==> src/rtl/mem_port_arbiter.sv <==
// Arbitrates one variable-latency memory port between instruction fetch and data access.
// Optional bus-timeout watchdog is enabled by defining MEMARB_TIMEOUT_EN.
module mem_port_arbiter #(
    parameter int unsigned TIMEOUT_CYCLES = 16
) (
    input  logic        clk,
    input  logic        reset_x,
    input  logic        if_req,
    input  logic [31:0] if_addr,
    output logic [31:0] if_rdata,
    output logic        if_ack,
    input  logic        dm_req,
    input  logic        dm_we,
    input  logic [1:0]  dm_size,
    input  logic [31:0] dm_addr,
    input  logic [31:0] dm_wdata,
    output logic [31:0] dm_rdata,
    output logic        dm_ack,
    output logic        mem_req,
    output logic        mem_we,
    output logic [1:0]  mem_size,
    output logic [31:0] mem_addr,
    output logic [31:0] mem_wdata,
    input  logic [31:0] mem_rdata,
    input  logic        mem_ready,
    output logic        o_stall,
    output logic        o_busError,
    output logic [31:0] o_busErrAddr
);

    typedef enum logic [1:0] {
        ST_IDLE  = 2'b00,
        ST_FETCH = 2'b01,
        ST_DATA  = 2'b10,
        ST_DONE  = 2'b11
    } state_t;

    localparam logic [31:0] NOP_INSN = 32'h0000_0013;

    state_t      state_r;
    logic        mem_req_r;
    logic        mem_we_r;
    logic [1:0]  mem_size_r;
    logic [31:0] mem_addr_r;
    logic [31:0] mem_wdata_r;
    logic [31:0] if_rdata_r;
    logic [31:0] dm_rdata_r;
    logic        if_ack_r;
    logic        dm_ack_r;
    logic        busy_s;
    logic        timeout_s;
    logic        complete_s;

    assign busy_s     = (state_r == ST_FETCH) || (state_r == ST_DATA);
    assign complete_s = busy_s && (mem_ready || timeout_s);

`ifdef MEMARB_TIMEOUT_EN
    localparam int CW = ($clog2(TIMEOUT_CYCLES + 1) > 5) ? $clog2(TIMEOUT_CYCLES + 1) : 5;
    localparam logic [CW-1:0] CNT_LAST = CW'(TIMEOUT_CYCLES - 1);

    logic [CW-1:0] cnt_r;
    logic          grant_s;
    logic          bus_err_r;
    logic [31:0]   bus_err_addr_r;

    assign grant_s   = ((state_r == ST_IDLE) || (state_r == ST_DONE)) && (dm_req || if_req);
    // The limit is hit on the edge whose increment would reach TIMEOUT_CYCLES.
    assign timeout_s = busy_s && !mem_ready && (cnt_r == CNT_LAST);

    // Wait-cycle counter and sticky error address for the timeout watchdog.
    always_ff @(posedge clk or negedge reset_x) begin
        if (!reset_x) begin
            cnt_r          <= '0;
            bus_err_r      <= 1'b0;
            bus_err_addr_r <= 32'd0;
        end else begin
            bus_err_r <= timeout_s;
            if (timeout_s) begin
                bus_err_addr_r <= mem_addr_r;
            end
            if (grant_s) begin
                cnt_r <= '0;
            end else if (busy_s && !mem_ready) begin
                cnt_r <= cnt_r + CW'(1);
            end
        end
    end

    assign o_busError   = bus_err_r;
    assign o_busErrAddr = bus_err_addr_r;
`else
    logic unused_cfg_s;

    assign timeout_s    = 1'b0;
    assign unused_cfg_s = (TIMEOUT_CYCLES == 32'd0);
    assign o_busError   = 1'b0;
    assign o_busErrAddr = 32'd0;
`endif

    // Arbitration FSM with registered memory-side and requester-side outputs.
    always_ff @(posedge clk or negedge reset_x) begin
        if (!reset_x) begin
            state_r     <= ST_IDLE;
            mem_req_r   <= 1'b0;
            mem_we_r    <= 1'b0;
            mem_size_r  <= 2'b00;
            mem_addr_r  <= 32'd0;
            mem_wdata_r <= 32'd0;
            if_rdata_r  <= NOP_INSN;
            dm_rdata_r  <= 32'd0;
            if_ack_r    <= 1'b0;
            dm_ack_r    <= 1'b0;
        end else begin
            case (state_r)
                ST_IDLE, ST_DONE: begin
                    if_ack_r <= 1'b0;
                    dm_ack_r <= 1'b0;
                    // Data wins: it belongs to the older instruction in the pipeline.
                    if (dm_req) begin
                        state_r     <= ST_DATA;
                        mem_req_r   <= 1'b1;
                        mem_we_r    <= dm_we;
                        mem_size_r  <= dm_size;
                        mem_addr_r  <= dm_addr;
                        mem_wdata_r <= dm_wdata;
                    end else if (if_req) begin
                        state_r    <= ST_FETCH;
                        mem_req_r  <= 1'b1;
                        mem_we_r   <= 1'b0;
                        mem_size_r <= 2'b10;
                        mem_addr_r <= if_addr;
                    end else begin
                        state_r   <= ST_IDLE;
                        mem_req_r <= 1'b0;
                        mem_we_r  <= 1'b0;
                    end
                end
                ST_FETCH, ST_DATA: begin
                    if (complete_s) begin
                        state_r   <= ST_DONE;
                        mem_req_r <= 1'b0;
                        mem_we_r  <= 1'b0;
                        if (state_r == ST_FETCH) begin
                            if_ack_r   <= 1'b1;
                            if_rdata_r <= timeout_s ? 32'd0 : mem_rdata;
                        end else begin
                            dm_ack_r <= 1'b1;
                            if (!mem_we_r) begin
                                dm_rdata_r <= timeout_s ? 32'd0 : mem_rdata;
                            end
                        end
                    end
                end
                default: begin
                    state_r   <= ST_IDLE;
                    mem_req_r <= 1'b0;
                    mem_we_r  <= 1'b0;
                    if_ack_r  <= 1'b0;
                    dm_ack_r  <= 1'b0;
                end
            endcase
        end
    end

    assign mem_req   = mem_req_r;
    assign mem_we    = mem_we_r;
    assign mem_size  = mem_size_r;
    assign mem_addr  = mem_addr_r;
    assign mem_wdata = mem_wdata_r;
    assign if_rdata  = if_rdata_r;
    assign dm_rdata  = dm_rdata_r;
    assign if_ack    = if_ack_r;
    assign dm_ack    = dm_ack_r;
    assign o_stall   = (if_req & ~if_ack_r) | (dm_req & ~dm_ack_r);

endmodule

==> config.mk <==
export PLATFORM = sky130hd
export DESIGN_NAME = mem_port_arbiter
export DESIGN_NICKNAME = d
export VERILOG_FILES = /design/src/rtl/mem_port_arbiter.sv
export SDC_FILE = /design/constraint.sdc
export NUM_CORES = 1
export LEC_CHECK = 0
export CORE_ASPECT_RATIO = 1.25
export CORE_MARGIN = 2
export CORE_UTILIZATION = 30
export DETAILED_ROUTE_END_ITERATION = 10
export PLACE_DENSITY = 0.73
export SYNTH_ARGS = -nofsm -noshare
export SYNTH_HDL_FRONTEND = slang
export SYNTH_SLANG_ARGS = --single-unit
==> constraint.sdc <==
create_clock -name clk -period 1.9 [get_ports clk]
set_input_delay 0.285 -clock clk [delete_from_list [all_inputs] [get_ports clk]]
set_output_delay 0.285 -clock clk [all_outputs]
set_load 0.005 [all_outputs]
==> impl_results.html, run 1 <==
<table>
<tr><th>Metric</th><th>Value</th></tr>
<tr><th colspan="2">Synth</th></tr>
<tr><td>Total number of yosys warnings</td><td>0</td></tr>
<tr><td>Mapped cell area</td><td>0.00572 mm²</td></tr>
<tr><td>Main combinational cell family by area after synthesis</td><td>multiplexers</td></tr>
<tr><td>Portion of the post-synthesis area used by sequential elements</td><td>0.596</td></tr>
<tr><td>Number of unique standard cell types used by synthesis</td><td>24</td></tr>
<tr><td>Multiplexer area fraction after synthesis</td><td>0.191</td></tr>
<tr><td>Post-synthesis compound-gate area fraction</td><td>0.0932</td></tr>
<tr><td>Mapped Cells</td><td>between 400 and 500</td></tr>
<tr><td>Mean area per synthesized cell</td><td>~13 µm²</td></tr>
<tr><td>Flip-flop and latch count after synthesis</td><td>136</td></tr>
<tr><td>Largest cells by area after synthesis</td><td>dfrtp_1 (58%), mux2_2 (19%), o32ai_1 (4.6%)</td></tr>
<tr><td>Post-synthesis adder-cell area fraction</td><td>0.00657</td></tr>
<tr><td>Cell taking the most area after synthesis</td><td>dfrtp_1</td></tr>
<tr><td>Synthesized-area fraction occupied by xor and xnor cells</td><td>0</td></tr>
<tr><td>Area share of the leading cell type in the synthesized netlist</td><td>0.582</td></tr>
<tr><td>Simple-gate share of the synthesized area</td><td>0.0370</td></tr>
<tr><th colspan="2">Die</th></tr>
<tr><td>Count of standard-cell rows</td><td>56</td></tr>
<tr><td>Die footprint</td><td>between 0.02 and 0.025 mm²</td></tr>
<tr><td>Die Span Y</td><td>approximately 160 µm</td></tr>
<tr><td>Horiz. Die Dim</td><td>between 100 and 150 µm</td></tr>
<tr><td>Total core area</td><td>0.0187 mm²</td></tr>
<tr><td># IOs</td><td>~300</td></tr>
<tr><td>Effective utilization at floorplan</td><td>0.306</td></tr>
<tr><th colspan="2">Clocking</th></tr>
<tr><td>Clock Sink Count</td><td>between 100 and 150</td></tr>
<tr><td>Source-to-sink clock delay at the later pin of the worst-skew pair</td><td>0.41 ns</td></tr>
<tr><td>Clk Tree Root Cell</td><td>clkbuf_16</td></tr>
<tr><td>Clock tree from TritonCTS</td><td>done</td></tr>
<tr><td>H-tree level count</td><td>4</td></tr>
<tr><td>Number of buffers added by the clock tree synthesis step</td><td>17</td></tr>
<tr><td>Longest Clk Path Bufs</td><td>2</td></tr>
<tr><td>Clock-pin slew on the worst setup and hold paths</td><td>~0.06 ns</td></tr>
<tr><th colspan="2">Finish</th></tr>
<tr><td>Most common cell after layout, fill and taps aside</td><td>clkdlybuf4s50_1</td></tr>
<tr><td>Net count reported at finish</td><td>850</td></tr>
<tr><td>Relative area change from synthesis to final layout</td><td>63.9%</td></tr>
<tr><td># diodes</td><td>0</td></tr>
<tr><td>Share of layout cells above drive strength 1</td><td>0.220</td></tr>
<tr><td>Number of standard cells in the final layout excluding fillers</td><td>955</td></tr>
<tr><td>Design Area, Final</td><td>0.00937 mm²</td></tr>
<tr><td>Commonest cells after routing, fill and taps aside</td><td>clkdlybuf4s50_1 (268), dfrtp_1 (133), mux2_2 (94)</td></tr>
<tr><th colspan="2">Critical path</th></tr>
<tr><td>Arrival time at the worst endpoint</td><td>2.12 ns</td></tr>
<tr><td>Length in cells of the worst reg-to-reg path</td><td>6</td></tr>
<tr><td>Kind of start point of the critical path</td><td>register</td></tr>
<tr><td>Cell family contributing the most delay on the critical path</td><td>buffers and inverters</td></tr>
<tr><td>Crit-path max cell delay</td><td>roughly 0.42 ns</td></tr>
<tr><td>Crit path max-delay cell type</td><td>dfrtp_1</td></tr>
<tr><td>Critical path cell sequence</td><td>inv_1 -&gt; ha_1 -&gt; nor4b_4 -&gt; buf_6 -&gt; buf_2 -&gt; mux2_2</td></tr>
<tr><td>Buffers and inverters on the worst path</td><td>3</td></tr>
<tr><td>Maximum net fanout on the critical path</td><td>4</td></tr>
<tr><td>Setup slack on the worst flop-to-flop path</td><td>0.06 ns</td></tr>
<tr><td>Kind of end point of the critical path</td><td>register</td></tr>
<tr><td>Worst path required time</td><td>roughly 2.2 ns</td></tr>
<tr><td>Capture instance of the worst register-to-register path</td><td>dm_rdata[7]</td></tr>
<tr><td>Reg-to-reg startpoint</td><td>state_r[1]</td></tr>
<tr><td>WS Path Type</td><td>reg -&gt; reg</td></tr>
<tr><th colspan="2">Placement</th></tr>
<tr><td>Detailed placement HPWL</td><td>between 10000 and 15000 µm</td></tr>
<tr><td>Number of placed instances, taps included</td><td>920</td></tr>
<tr><td>Final weighted congestion in routability-driven placement</td><td>0.771</td></tr>
<tr><td>Placement-stage cell area</td><td>0.00866 mm²</td></tr>
<tr><td>I/O Buffers</td><td>270</td></tr>
<tr><th colspan="2">Detailed routing</th></tr>
<tr><td>Residual DRC</td><td>0</td></tr>
<tr><td>Via-to-Cell Ratio</td><td>between 4 and 5</td></tr>
<tr><td>Drt total wl</td><td>approximately 16000 µm</td></tr>
<tr><td>Average wire length per cell after detail routing</td><td>17.2 µm</td></tr>
<tr><td>First DRT Iteration DRCs</td><td>~160</td></tr>
<tr><td>Detailed-router iteration count before antenna repair</td><td>4</td></tr>
<tr><td>Number of nets with antenna violations after detailed routing</td><td>0</td></tr>
<tr><td>Vias after detailed routing</td><td>4468</td></tr>
<tr><th colspan="2">GRT</th></tr>
<tr><td>Overall overflow remaining after global route</td><td>0</td></tr>
<tr><td>First-pass GRT wire length</td><td>roughly 25000 µm</td></tr>
<tr><td>Number of antenna violations at the first check in global routing</td><td>0</td></tr>
<tr><td>Vias in the first global route</td><td>4496</td></tr>
<tr><td>Maximum number of pins on one net before global-route repair</td><td>47</td></tr>
<tr><td>Overall track demand over capacity in global routing</td><td>0.161</td></tr>
<tr><th colspan="2">Power and ir drop</th></tr>
<tr><td>Worst voltage drop across the vdd grid</td><td>between 0.7 and 0.8 mV</td></tr>
<tr><td>LEAKAGE</td><td>roughly 3.9 nW</td></tr>
<tr><td>Overall power</td><td>~0.016 W</td></tr>
<tr><td>Total power divided by cell area</td><td>approximately 1800 mW/mm²</td></tr>
<tr><th colspan="2">STA</th></tr>
<tr><td>Maximum operating frequency</td><td>around 540 MHz</td></tr>
<tr><td>Number of max-slew violations in the final report</td><td>0</td></tr>
<tr><td>Worst hold slack</td><td>roughly 0.36 ns</td></tr>
<tr><td>Crit path time final</td><td>around 1.8 ns</td></tr>
<tr><td>Post-route clock period utilization</td><td>0.966</td></tr>
<tr><td>Final Hold Viols</td><td>0</td></tr>
<tr><td>Final Skew</td><td>about 0.0092 ns</td></tr>
<tr><td>Final number of setup-violating endpoints</td><td>0</td></tr>
<tr><th colspan="2">Hold path</th></tr>
<tr><td>Type of the most critical hold path</td><td>in -&gt; async</td></tr>
<tr><th colspan="2">Status</th></tr>
<tr><td>Outcome</td><td>completed</td></tr>
<tr><th colspan="2">Flow run</th></tr>
<tr><td>Max-Cap Viols</td><td>0</td></tr>
</table>
cell usage after synthesis:
cell type  instances
conb_1             1
nor4b_4            1
ha_1               3
nand2b_1           3
a21oi_1            5
a32o_1             2
o21ai_0            2
nand2_1            6
dfrtp_1          133
nor2_1            36
or2_2              1
inv_1              6
mux2_1             2
mux2i_1            1
mux2_2            94
o22ai_1           33
nor3_1             1
o32ai_1           30
buf_6              4
dfstp_2            3
buf_4             34
a22o_1             1
clkbuf_1           8
buf_2             16
worst register-to-register path, delay by kind of cell, from the launching register on:
family	cells	cell delay [ns]
adder cells (fa/ha/maj)	1	0.24
buffers and inverters	3	0.43
flip-flops	1	0.42
multiplexers	1	0.34
AND/OR/NAND/NOR	1	0.29
cells by family (layout without fill, tap and decap cells):
logic type / after synthesis / count (layout)
buffers and inverters: 68 / 333
muxes: 97 / 97
DFF: 136 / 136
AOI/OAI and AO/OA: 73 / 73
adders and majority gates: 3 / 3
and+or+nand+nor: 48 / 48
other: 1 / 33
sequential cells by signal (all words and copies together) (netlist names):
name,cells
dm_ack,1
dm_rdata,32
if_ack,1
if_rdata,32
mem_addr,32
mem_req,1
mem_size,2
mem_wdata,32
mem_we,1
state_r,2
how the worst max path moves through the flow:
| stage | from | endpoint | depth (start not counted) |
|---|---|---|---|
| after global routing | state_r[1] | dm_rdata[7] | 6 |
| after global placement | dm_req | o_stall | 4 |
| after floorplan | state_r[0] | dm_rdata[10] | 5 |
| after detailed placement | state_r[0] | dm_rdata[16] | 5 |
| after CTS | state_r[0] | dm_rdata[16] | 5 |
| final | state_r[1] | dm_rdata[7] | 6 |
report_power, final:
group          leakage [nW]  internal [W]  switching [W]
clock network         0.301       0.00226        0.00126
registers              1.58       0.00446       0.000873
logic                  1.98       0.00480        0.00280
area by class of cell:
type | instances | area [µm²]
clock buffer | 19 | 453
clock inverter | 12 | 175
fill | 1670 | 9340
inverter | 6 | 22.5
multi-input combinational | 254 | 2020
sequential | 136 | 3410
tap | 232 | 290
timing repair buffer | 296 | 3000
metrics by stage:
| stage | setup slack [ns] | util | setup TNS, ns |
|---|---|---|---|
| floorplan | 0.0969 | - | 0 |
| global placement | 0.0729 | 0.463 | 0 |
| detailed placement | 0.0264 | 0.463 | 0 |
| CTS | 0.00962 | 0.497 | 0 |
| global route | -0.0148 | 0.501 | -0.0452 |
| finish | 0.0642 | 0.501 | 0 |
per-layer routing:
metal	track usage	vias to the layer above	share of wire
met5	0	-	0
met4	0.0816	0	0.038
met3	0.0554	35	0.080
met2	0.267	219	0.50
met1	0.184	2157	0.38
li1	-	2057	-
what timing repair did:
item,4_1_cts,5_1_grt
setup endpoints to repair,0,81
buffers inserted,0,1
resized for setup,0,5
hold buffers,1,0
hold endpoints to repair,35,0
Power figures use the tool's default switching activity.
==> run 2, diff against run 1 <==
- ABC_AREA: not set -> 1
- PLACE_DENSITY: 0.73 -> 0.71
==> impl_results.html, run 2 <==
<table>
<tr><th>Metric</th><th>Value</th></tr>
<tr><th colspan="2">Status</th></tr>
<tr><td>Outcome</td><td>completed</td></tr>
<tr><th colspan="2">Finish</th></tr>
<tr><td>Number of standard cells in the final layout excluding fillers</td><td>1287 (+35%)</td></tr>
<tr><td>Commonest cells after routing, fill and taps aside</td><td>nand2_1 (430), clkdlybuf4s50_1 (267), dfrtp_1 (133)</td></tr>
<tr><td>Net count reported at finish</td><td>1143 (+34%)</td></tr>
<tr><td>Relative area change from synthesis to final layout</td><td>57.3%</td></tr>
<tr><td>Design Area, Final</td><td>0.00959 mm² (+2.4%)</td></tr>
<tr><td>Core occupancy in the finished layout</td><td>0.479 (-0.0220)</td></tr>
<tr><td># diodes</td><td>0 (unchanged)</td></tr>
<tr><td>Share of layout cells above drive strength 1</td><td>0.0629 (-0.157)</td></tr>
<tr><td>Most common cell after layout, fill and taps aside</td><td>nand2_1</td></tr>
<tr><th colspan="2">Die</th></tr>
<tr><td>Total core area</td><td>0.0200 mm² (+7.1%)</td></tr>
<tr><td>Die footprint</td><td>0.0215 mm² (+6.5%)</td></tr>
<tr><td>Horiz. Die Dim</td><td>132 µm (+3.2%)</td></tr>
<tr><td>Die Span Y</td><td>163 µm (+3.2%)</td></tr>
<tr><td>Count of standard-cell rows</td><td>58 (+3.6%)</td></tr>
<tr><td># IOs</td><td>304 (unchanged)</td></tr>
<tr><td>Effective utilization at floorplan</td><td>0.304 (-0.00111)</td></tr>
<tr><th colspan="2">Clocking</th></tr>
<tr><td>Clock Sink Count</td><td>136 (unchanged)</td></tr>
<tr><td>Clk Tree Root Cell</td><td>clkbuf_16</td></tr>
<tr><td>H-tree level count</td><td>4 (unchanged)</td></tr>
<tr><td>Buffers inserted during post-CTS setup optimization</td><td>0 (unchanged)</td></tr>
<tr><td>Clock-pin slew on the worst setup and hold paths</td><td>0.06 ns (about the same)</td></tr>
<tr><td>Clock tree from TritonCTS</td><td>done</td></tr>
<tr><td>Longest Clk Path Bufs</td><td>2 (unchanged)</td></tr>
<tr><td>Source-to-sink clock delay at the later pin of the worst-skew pair</td><td>0.41 ns (about the same)</td></tr>
<tr><td>Number of buffers added by the clock tree synthesis step</td><td>17 (unchanged)</td></tr>
<tr><th colspan="2">Critical path</th></tr>
<tr><td>Arrival time at the worst endpoint</td><td>1.50 ns (-0.62 ns)</td></tr>
<tr><td>Capture instance of the worst register-to-register path</td><td>mem_size[1]</td></tr>
<tr><td>Crit path max-delay cell type</td><td>clkdlybuf4s50_1</td></tr>
<tr><td>Kind of start point of the critical path</td><td>register</td></tr>
<tr><td>Reg-to-reg startpoint</td><td>state_r[0]</td></tr>
<tr><td>Buffers and inverters on the worst path</td><td>1 (-2)</td></tr>
<tr><td>Cell family contributing the most delay on the critical path</td><td>buffers and inverters</td></tr>
<tr><td>Length in cells of the worst reg-to-reg path</td><td>7 (+1)</td></tr>
<tr><td>Setup slack on the worst flop-to-flop path</td><td>0.24 ns (+0.18 ns)</td></tr>
<tr><td>WS Path Type</td><td>reg -&gt; out</td></tr>
<tr><td>Kind of end point of the critical path</td><td>output pin</td></tr>
<tr><td>Crit-path max cell delay</td><td>0.60 ns (+0.18 ns)</td></tr>
<tr><td>Maximum net fanout on the critical path</td><td>3 (-1)</td></tr>
<tr><td>Worst path required time</td><td>1.62 ns (-0.57 ns)</td></tr>
<tr><td>Critical path cell sequence</td><td>clkdlybuf4s50_1</td></tr>
<tr><th colspan="2">GRT</th></tr>
<tr><td>Overall track demand over capacity in global routing</td><td>0.173 (+0.0121)</td></tr>
<tr><td>Vias in the first global route</td><td>5487 (+22%)</td></tr>
<tr><td>First-pass GRT wire length</td><td>29200 µm (+17%)</td></tr>
<tr><td>Overall overflow remaining after global route</td><td>0 (unchanged)</td></tr>
<tr><td>Number of antenna violations at the first check in global routing</td><td>0 (unchanged)</td></tr>
<tr><td>Maximum number of pins on one net before global-route repair</td><td>51 (+8.5%)</td></tr>
<tr><th colspan="2">STA</th></tr>
<tr><td>Final number of setup-violating endpoints</td><td>0 (unchanged)</td></tr>
<tr><td>Post-route clock period utilization</td><td>0.940 (-0.0267)</td></tr>
<tr><td>Maximum operating frequency</td><td>560 MHz (+2.8%)</td></tr>
<tr><td>Worst-case setup margin in the final layout</td><td>0.115 ns (+0.0507 ns)</td></tr>
<tr><td>Unrepaired setup endpoints after global routing</td><td>no</td></tr>
<tr><td>Number of max-slew violations in the final report</td><td>0 (unchanged)</td></tr>
<tr><td>Setup total negative slack</td><td>0 ns (unchanged)</td></tr>
<tr><td>Crit path time final</td><td>1.79 ns (-0.0507 ns)</td></tr>
<tr><td>Final Skew</td><td>0.00604 ns (-0.00318 ns)</td></tr>
<tr><td>Final Hold Viols</td><td>0 (unchanged)</td></tr>
<tr><th colspan="2">Hold path</th></tr>
<tr><td>WHS Endpoint</td><td>if_rdata[20]</td></tr>
<tr><td>HP Start</td><td>mem_ready</td></tr>
<tr><td>Hold Path Cell Cnt</td><td>3</td></tr>
<tr><td>Type of the most critical hold path</td><td>in -&gt; reg</td></tr>
<tr><th colspan="2">Detailed routing</th></tr>
<tr><td>Vias after detailed routing</td><td>5529 (+24%)</td></tr>
<tr><td>Number of nets with antenna violations after detailed routing</td><td>0 (unchanged)</td></tr>
<tr><td>Drt total wl</td><td>18200 µm (+11%)</td></tr>
<tr><td>First DRT Iteration DRCs</td><td>281 (+71%)</td></tr>
<tr><td>Detailed-router iteration count before antenna repair</td><td>4 (unchanged)</td></tr>
<tr><td>Average wire length per cell after detail routing</td><td>14.2 µm (-18%)</td></tr>
<tr><td>Via-to-Cell Ratio</td><td>4.30 (-8.2%)</td></tr>
<tr><td>Residual DRC</td><td>0 (unchanged)</td></tr>
<tr><th colspan="2">Synth</th></tr>
<tr><td>Number of enable-type register cells in the synthesized netlist</td><td>0 (unchanged)</td></tr>
<tr><td>Largest cells by area after synthesis</td><td>dfrtp_1 (55%), nand2_1 (26%), buf_4 (6.2%)</td></tr>
<tr><td>Portion of the post-synthesis area used by sequential elements</td><td>0.559 (-0.0373)</td></tr>
<tr><td>Most frequent cell after synthesis</td><td>nand2_1</td></tr>
<tr><td>Number of unique standard cell types used by synthesis</td><td>20 (-17%)</td></tr>
<tr><td>Area share of the leading cell type in the synthesized netlist</td><td>0.546 (-0.0364)</td></tr>
<tr><td>Cell taking the most area after synthesis</td><td>dfrtp_1</td></tr>
<tr><td>Most used standard cells in the synthesized netlist</td><td>nand2_1 (430), dfrtp_1 (133), nand3_1 (65)</td></tr>
<tr><td>Mean area per synthesized cell</td><td>8.29 µm² (-38%)</td></tr>
<tr><td>Synth async-reset ratio</td><td>1.00 (unchanged)</td></tr>
<tr><td>Most instantiated flip-flop cell in the synthesis netlist</td><td>dfrtp_1</td></tr>
<tr><td>Flip-flop and latch count after synthesis</td><td>136 (unchanged)</td></tr>
<tr><td>Total number of yosys warnings</td><td>0 (unchanged)</td></tr>
<tr><td>Mapped Cells</td><td>736 (+73%)</td></tr>
<tr><td>Mapped cell area</td><td>0.00610 mm² (+6.7%)</td></tr>
<tr><th colspan="2">Placement</th></tr>
<tr><td>I/O Buffers</td><td>270 (unchanged)</td></tr>
<tr><td>Worst slack at placement</td><td>-0.0443 ns (-0.0707 ns)</td></tr>
<tr><td>Final weighted congestion in routability-driven placement</td><td>0.782 (+1.4%)</td></tr>
<tr><td>Number of placed instances, taps included</td><td>1254 (+36%)</td></tr>
<tr><td>Placement-stage cell area</td><td>0.00894 mm² (+3.2%)</td></tr>
<tr><td>Detailed placement HPWL</td><td>13300 µm (+12%)</td></tr>
<tr><th colspan="2">Power and ir drop</th></tr>
<tr><td>LEAKAGE</td><td>4.82 nW (+25%)</td></tr>
<tr><td>Worst voltage drop across the vdd grid</td><td>0.692 mV (-3.9%)</td></tr>
<tr><td>Total power divided by cell area</td><td>1630 mW/mm² (-6.9%)</td></tr>
<tr><th colspan="2">Flow run</th></tr>
<tr><td>Max-Cap Viols</td><td>0 (unchanged)</td></tr>
</table>
## run 2: worst max path at each step
stage                           from            to  slack [ns]  cells after the start
after floorplan           state_r[0]  dm_rdata[10]        0.49                      8
after global placement        dm_req   mem_size[1]       0.003                      7
after detailed placement      dm_req   mem_size[1]       -0.04                      7
after CTS                     if_ack       o_stall        0.06                      2
after global routing          mem_we        mem_we        0.05                      1
final                         mem_we        mem_we        0.11                      1
## run 2: where the power goes
group | total (W) | internal, W | switching (W)
Sequential | 0.00512 | 0.00433 | 0.000793
Combinational | 0.00694 | 0.00371 | 0.00323
Clock | 0.00360 | 0.00233 | 0.00127
## run 2: routing by layer
metal  GRT usage  wire length (µm)
met2       0.306              9400
met3      0.0509              1160
met4      0.0613               448
met5           0                 0
met1       0.199              7210
## run 2: repair_timing
action                                  4_1_cts  5_1_grt
endpoints found under the setup margin        0        1
hold buffers                                  1        0
gates resized for setup                       0        1
hold endpoints to repair                     37        0
## run 2: layout make-up
class                           count  area, µm²
Tap cell                          270        338
Multi-Input combinational cell    550       2250
Clock inverter                     12        199
Timing Repair Buffer              290       2930
Inverter                            9       33.8
Fill cell                        1958      10400
Clock buffer                       20        437
Sequential cell                   136       3410
## run 2: tightest hold or removal path, delay by kind of cell
family	cells	cell delay (ns)
buffers and inverters	1	0.18
AND/OR/NAND/NOR	2	0.16
## run 2: kinds of logic (layout without fill, tap and decap cells)
group | count (synthesis) | after routing | share of synthesized area
AND/OR/NAND/NOR | 508 | 508 | 0.335
buffers and inverters | 82 | 331 | 0.0925
flip-flops | 136 | 136 | 0.559
AO/OA/AOI/OAI | 6 | 6 | 0.00698
other | 1 | 33 | 0.000615
adder cells (fa/ha/maj) | 3 | 3 | 0.00616
## run 2: stage by stage
| stage | hold WS [ns] | power (W) |
|---|---|---|
| after floorplan | -0.0106 | 0.00827 |
| after CTS | 0.236 | 0.0159 |
| final | 0.256 | 0.0157 |
| after detailed placement | 0.227 | 0.0122 |
| after global routing | 0.242 | 0.0169 |
| after global placement | 0.229 | 0.0121 |
==> run 3, diff against run 2 <==
- GPL_TIMING_DRIVEN: not set -> 1
==> results of run 3 <==
Final layout, timing and power as in run 2 (identical DEF).
